File: src/rtl/pc_adder_pkg.sv
// pc_adder_pkg
// Shared definitions for the program-counter incrementer slice.
//   PC_WIDTH     : native PC width of the datapath.
//   PC_INCREMENT : bytes per instruction, the amount added each fetch.
//   pc_t         : PC-sized vector type for surrounding datapath code.
package pc_adder_pkg;

    localparam int          PC_WIDTH     = 32;
    localparam int unsigned PC_INCREMENT = 4;

    typedef logic [PC_WIDTH-1:0] pc_t;

endpackage

File: src/rtl/cla_adder32.sv
// cla_adder32
// Carry-lookahead adder built from 4-bit groups. Each group produces its
// internal carries as flat lookahead terms plus a group propagate/generate
// pair; the group pairs form the inter-group carry chain.
// Ports:
//   a, b : addends (WIDTH bits, unsigned)
//   cin  : carry in
//   sum  : (a + b + cin) mod 2^WIDTH
//   cout : carry out of bit WIDTH-1
module cla_adder32 #(
    parameter int WIDTH = 32
) (
    input  logic [WIDTH-1:0] a,
    input  logic [WIDTH-1:0] b,
    input  logic             cin,
    output logic [WIDTH-1:0] sum,
    output logic             cout
);

    // Operands are padded to a whole number of 4-bit groups.
    localparam int GROUPS = (WIDTH + 3) / 4;
    localparam int NP     = GROUPS * 4;

    logic [NP-1:0]     ax;
    logic [NP-1:0]     bx;
    logic [NP-1:0]     p;
    logic [NP-1:0]     g;
    logic [NP:0]       c;
    logic [GROUPS-1:0] gp;
    logic [GROUPS-1:0] gg;

    assign ax   = NP'(a);
    assign bx   = NP'(b);
    assign p    = ax ^ bx;
    assign g    = ax & bx;
    assign c[0] = cin;

    for (genvar grp = 0; grp < GROUPS; grp++) begin : g_group
        localparam int B = 4 * grp;

        assign gp[grp] = &p[B+3:B];
        assign gg[grp] = g[B+3]
                       | (p[B+3] & g[B+2])
                       | (p[B+3] & p[B+2] & g[B+1])
                       | (p[B+3] & p[B+2] & p[B+1] & g[B]);

        assign c[B+1] = g[B] | (p[B] & c[B]);
        assign c[B+2] = g[B+1] | (p[B+1] & g[B]) | (p[B+1] & p[B] & c[B]);
        assign c[B+3] = g[B+2] | (p[B+2] & g[B+1]) | (p[B+2] & p[B+1] & g[B])
                      | (p[B+2] & p[B+1] & p[B] & c[B]);
        assign c[B+4] = gg[grp] | (gp[grp] & c[B]);
    end

    assign sum  = p[WIDTH-1:0] ^ c[WIDTH-1:0];
    assign cout = c[WIDTH];

endmodule

File: src/rtl/pc_adder.sv
// pc_adder
// Program-counter incrementer: PCResult + INCREMENT for the next-PC mux,
// with a registered copy, carry-out (wrap) flags and optional alignment
// checking.
// Optional feature macro: PC_ADDER_ALIGN_CHECK_EN enables Misaligned and
// MisalignSticky; without it both are tied low and no alignment flop exists.
// Ports:
//   Clk            : rising-edge clock for all registered outputs
//   Reset          : asynchronous active-high reset of registered outputs
//   PCResult       : current PC
//   PCAddResult    : PCResult + INCREMENT (combinational)
//   Wrap           : carry out of the addition (combinational)
//   PCAddResultQ   : PCAddResult registered
//   WrapQ          : Wrap registered
//   Misaligned     : PCResult[1:0] != 0 (combinational)
//   MisalignSticky : set once a misaligned PC is registered, cleared by Reset
module pc_adder
    import pc_adder_pkg::*;
#(
    parameter int          WIDTH     = PC_WIDTH,
    parameter int unsigned INCREMENT = PC_INCREMENT
) (
    input  logic             Clk,
    input  logic             Reset,
    input  logic [WIDTH-1:0] PCResult,
    output logic [WIDTH-1:0] PCAddResult,
    output logic             Wrap,
    output logic [WIDTH-1:0] PCAddResultQ,
    output logic             WrapQ,
    output logic             Misaligned,
    output logic             MisalignSticky
);

    localparam logic [WIDTH-1:0] INC_VEC = WIDTH'(INCREMENT);

    logic [WIDTH-1:0] pc_sum_p1;
    logic             wrap_p1;

    // Stage p0: combinational increment
    cla_adder32 #(
        .WIDTH (WIDTH)
    ) u_cla (
        .a    (PCResult),
        .b    (INC_VEC),
        .cin  (1'b0),
        .sum  (PCAddResult),
        .cout (Wrap)
    );

    // Stage p1: registered copy of the increment
    always_ff @(posedge Clk or posedge Reset) begin
        if (Reset) begin
            pc_sum_p1 <= '0;
            wrap_p1   <= 1'b0;
        end else begin
            pc_sum_p1 <= PCAddResult;
            wrap_p1   <= Wrap;
        end
    end

    assign PCAddResultQ = pc_sum_p1;
    assign WrapQ        = wrap_p1;

`ifdef PC_ADDER_ALIGN_CHECK_EN
    logic sticky_p1;

    assign Misaligned = |PCResult[1:0];

    always_ff @(posedge Clk or posedge Reset) begin
        if (Reset) begin
            sticky_p1 <= 1'b0;
        end else if (Misaligned) begin
            sticky_p1 <= 1'b1;
        end
    end

    assign MisalignSticky = sticky_p1;
`else
    assign Misaligned     = 1'b0;
    assign MisalignSticky = 1'b0;
`endif

endmodule

File: config.mk
export PLATFORM = sky130hd
export DESIGN_NAME = pc_adder
export DESIGN_NICKNAME = d
export VERILOG_FILES = /design/src/rtl/pc_adder_pkg.sv /design/src/rtl/cla_adder32.sv /design/src/rtl/pc_adder.sv
export SDC_FILE = /design/constraint.sdc
export NUM_CORES = 1
export LEC_CHECK = 0
export CAP_MARGIN = 0
export CORE_ASPECT_RATIO = 0.9
export CORE_MARGIN = 2
export CORE_UTILIZATION = 36
export CTS_BUF_LIST = sky130_fd_sc_hd__clkbuf_8
export CTS_CLUSTER_DIAMETER = 30
export DETAILED_ROUTE_END_ITERATION = 8
export HOLD_SLACK_MARGIN = 0.15
export PLACE_DENSITY = 0.9
export SYNTH_ARGS = -nofsm -noshare
export SYNTH_HDL_FRONTEND = slang
export SYNTH_SLANG_ARGS = --single-unit
File: constraint.sdc
create_clock -name Clk -period 2.5 [get_ports Clk]
set_input_delay 0.5 -clock Clk [delete_from_list [all_inputs] [get_ports Clk]]
set_output_delay 0.5 -clock Clk [all_outputs]
set_load 0.01 [all_outputs]
Word level (Yosys, flattened, before mapping). Index checks and enable logic that the tools add are counted.

Flip-flop bits (word level): 33. Bits of input ports: 34. Word-level logic and storage cells: 61.

Bitwise operators: 52. Reduce and logical (&&, ||, !) cells: 7.

Operators by type and width (count): $and A1 B1 Y1 (50); $xor A32 B32 Y32 (1); $reduce_and A4 Y1 (7); $not A1 Y1 (1).

Logic depth before layout (Yosys ltp).
Depth in word-level cells: 9. Mapped depth: 7. Gate-level depth less buffers: 6.

By module. A second synthesis with hierarchy kept.

Cell total of the unflattened synthesis: 208. Area, all modules: 2263.4 sq um.

Modules (own cells, without submodules): cla_adder32 (instances 1, cells an instance 170, area each 1411.4 sq um, sequential area each 0.0 sq um); pc_adder (instances 1, cells an instance 38, area each 852.1 sq um, sequential area each 825.8 sq um).

Worst setup path after synthesis. OpenSTA, ideal clock, no wires.

Path kind: input to output. Start point: input port PCResult[2]. End point: output port PCAddResult[30]. Data arrival time: 1862 ps. Required time: 2000 ps. Path slack: 138 ps. Cell stages on the path: 6. Path buffers: 1. Path through: ha_1 and4_1 clkbuf_1 nand4_4 nor4_2 xor2_1.

Word-level cells in the longest chain between the ends: 9.

RTL lines: from (decl) (line pc_adder.sv:25) `input logic [WIDTH-1:0] PCResult,`; $and A1 B1 Y1 (line cla_adder32.sv:43) `| (p[B+3] & g[B+2])`; $and A1 B1 Y1 (6 in series) (line cla_adder32.sv:51) `assign c[B+4] = gg[grp] | (gp[grp] & c[B]);`; $and A1 B1 Y1 (line cla_adder32.sv:48) `assign c[B+2] = g[B+1] | (p[B+1] & g[B]) | (p[B+1] & p[B] & c[B]);`; $xor A32 B32 Y32 (line cla_adder32.sv:54) `assign sum = p[WIDTH-1:0] ^ c[WIDTH-1:0];`; to (decl) (line pc_adder.sv:26) `output logic [WIDTH-1:0] PCAddResult,`.

No other way between the ends.

Worst setup path in the final report.
Start point: input port PCResult[12]. End point: output port Wrap.

Word-level cells in the longest chain between the ends: 6.

RTL lines: $reduce_and A4 Y1 (line cla_adder32.sv:41) `assign gp[grp] = &p[B+3:B];`; $and A1 B1 Y1 (5 in series) (line cla_adder32.sv:51); to (decl) (line pc_adder.sv:27) `output logic Wrap,`.

No other way between the ends.

==> results.json <==
{
  "endpoint_kind": "primary output",
  "die_w_um": 71.6,
  "synth-seq-area-share_pct": 55.7,
  "wl_per_cell_um": 18.0,
  "drcViolationCount": 0,
  "grt_usage_pct": 26.0,
  "area_growth_pct": 113,
  "rows": 22,
  "worstPathRequired_ns": 2.00,
  "core_um2": 4020,
  "whs_ns": 0.413,
  "cp_max_fo": 4,
  "post-route-util_pct": 78.6,
  "first_pass_iters": 4,
  "worstHoldEndpoint": "PCAddResultQ[16]$_DFF_PP0_",
  "leakagePower_nw": 1.56,
  "holdPathStages": 2,
  "status": "completed",
  "grt_max_degree": 34,
  "hold_viol_final": 0,
  "setup_viol": 0,
  "ant_nets": 0,
  "vdd_ir_drop_max_mv": 0.259,
  "pin_count": 102,
  "dp_slack_ns": -0.836,
  "diodes": 0,
  "min_period_over_period_pct": 99.9,
  "grt_pass1_wl_um": 8930,
  "fin_tns_setup_ns": 0,
  "cts_made_buffers": 5,
  "cts-htree-levels": 2,
  "layout_common_cells": "buf_4 (67), clkdlybuf4s50_1 (46), dfrtp_1 (33)",
  "regArea_um2": 826,
  "grt-ovfl-total": 0,
  "start_util_pct": 36.9,
  "cts_max_path_buffers": 2,
  "synth-seq-cells": 33,
  "path_class": "input pin to primary output",
  "finalCriticalPeriod_ns": 2.50,
  "multi_input_area_um2": 704,
  "setup_slack_ns": 0.00185,
  "gp_congestion": 0.827,
  "wl_um": 6130,
  "grt_pass1_vias": 1675,
  "clk_pin_slew_ns": 0.07,
  "p_per_area_nw_per_um2": 421,
  "cts.sinks": 33,
  "place_area_um2": 2770,
  "antenna_found_initial": 0,
  "slew_viol_final": 0,
  "fillerInstances": 243,
  "max_cap_violations": 0,
  "fin_nets": 330,
  "tritoncts": "done",
  "portBuffers": 99,
  "yosysWarnings": 0,
  "start_kind": "input pin",
  "drtIter0Drc": 61,
  "via_per_inst": 4.84,
  "arrival_ns": 2.00,
  "synthCells": 123,
  "hold_class": "input pin to register",
  "dp_hpwl_um": 3610,
  "vias": 1650,
  "syn_area_um2": 1480,
  "synth_area_per_cell_um2": 12.0,
  "max_freq_mhz": 400,
  "dieHeight_um": 64.9,
  "cts-root-buf": "clkbuf_8",
  "dieArea_um2": 4640,
  "fin_area_um2": 3160,
  "yosysUniqueCellTypes": 26,
  "hp-start": "PCResult[16]",
  "drive_gt1_share_pct": 46.8,
  "final_common_cell": "buf_4",
  "cts-hold-fix-buffers": 0
}
==> synthesized netlist by cell type <==
library cell / n / area share (%)
inv_1: 8 / 2.0
or3_1: 1 / 0.42
or4_4: 1 / 0.76
and2_1: 1 / 0.42
and4_1: 3 / 1.8
buf_6: 1 / 0.76
nand4_1: 1 / 0.42
nor3_1: 5 / 1.7
buf_4: 4 / 2.0
nor3_2: 3 / 2.0
ha_1: 3 / 2.5
nor3_4: 1 / 1.1
nand4_2: 1 / 0.84
nor2_1: 7 / 1.8
nand2_1: 8 / 2.0
and2_2: 1 / 0.51
xnor2_1: 10 / 5.9
xor2_1: 16 / 9.5
nand3_1: 8 / 2.7
nor4_2: 1 / 0.84
nand4_4: 1 / 1.4
nor4_4: 1 / 1.4
clkbuf_1: 2 / 0.51
conb_1: 1 / 0.25
dfrtp_1: 33 / 56
nand4b_1: 1 / 0.59
==> worst max-delay path, cell delays in order <==
cell and delay (ns):
buf_6 0.08, nand4_4 0.11, or4_4 0.54, buf_4 0.17, nor3_4 0.16, and2_2 0.20, clkdlybuf4s15_1 0.24
==> power breakdown <==
part	total [mW]	switching (mW)	internal, mW
Clock	0.411	0.197	0.215
Combinational	0.345	0.149	0.197
Sequential	0.573	0.0103	0.563
Total	1.33	0.356	0.974
==> metal layers <==
metal	vias to the layer above	wire, um	GRT usage [%]
met5	-	0	0
li1	741	-	-
met2	92	3360	48.7
met4	0	225	11.6
met3	18	462	6.07
met1	799	2090	27.4
==> final cells by class <==
class / instances / area share, %
Timing Repair Buffer: 168 / 46.0
Sequential cell: 33 / 26.1
Multi-Input combinational cell: 77 / 22.3
Inverter: 8 / 0.951
Clock inverter: 1 / 0.119
Tap cell: 48 / 1.90
Clock buffer: 6 / 2.61
==> sequential cells by signal, indices dropped and copies added, names as in the netlist <==
| name | cells |
|---|---|
| PCAddResultQ | 32 |
| WrapQ | 1 |
==> cell families after synthesis <==
logic type | after synthesis | synth area share [%]
fa+ha+maj | 3 | 2.53
flops | 33 | 55.7
other cells | 1 | 0.253
xor+xnor | 26 | 15.4
simple gates | 45 | 20.8
buf+inv | 15 | 5.32
==> timing repair <==
action	CTS	global route
resized for setup	165	28
endpoints found under the setup margin	29	23
cloned	1	0
pin swaps	30	16
setup buffers	26	7
==> stage by stage <==
step,power [mW],cells
CTS,1.31,336
floorplan,0.667,124
detailed placement,0.903,302
global placement,0.893,302
global route,1.39,341
finish,1.33,341
==> worst max path at each step <==
stage / start / slack [ns] / endpoint
after detailed placement: PCResult[2] / -0.84 / PCAddResult[29]
after global routing: PCResult[24] / -0.02 / PCAddResult[30]
after global placement: PCResult[2] / -0.76 / PCAddResult[24]
after floorplan: PCResult[2] / 0.14 / PCAddResult[30]
after CTS: PCResult[3] / 0.0008 / PCAddResult[30]
final: PCResult[12] / 0.002 / Wrap
(Power assumes the default switching activity.)
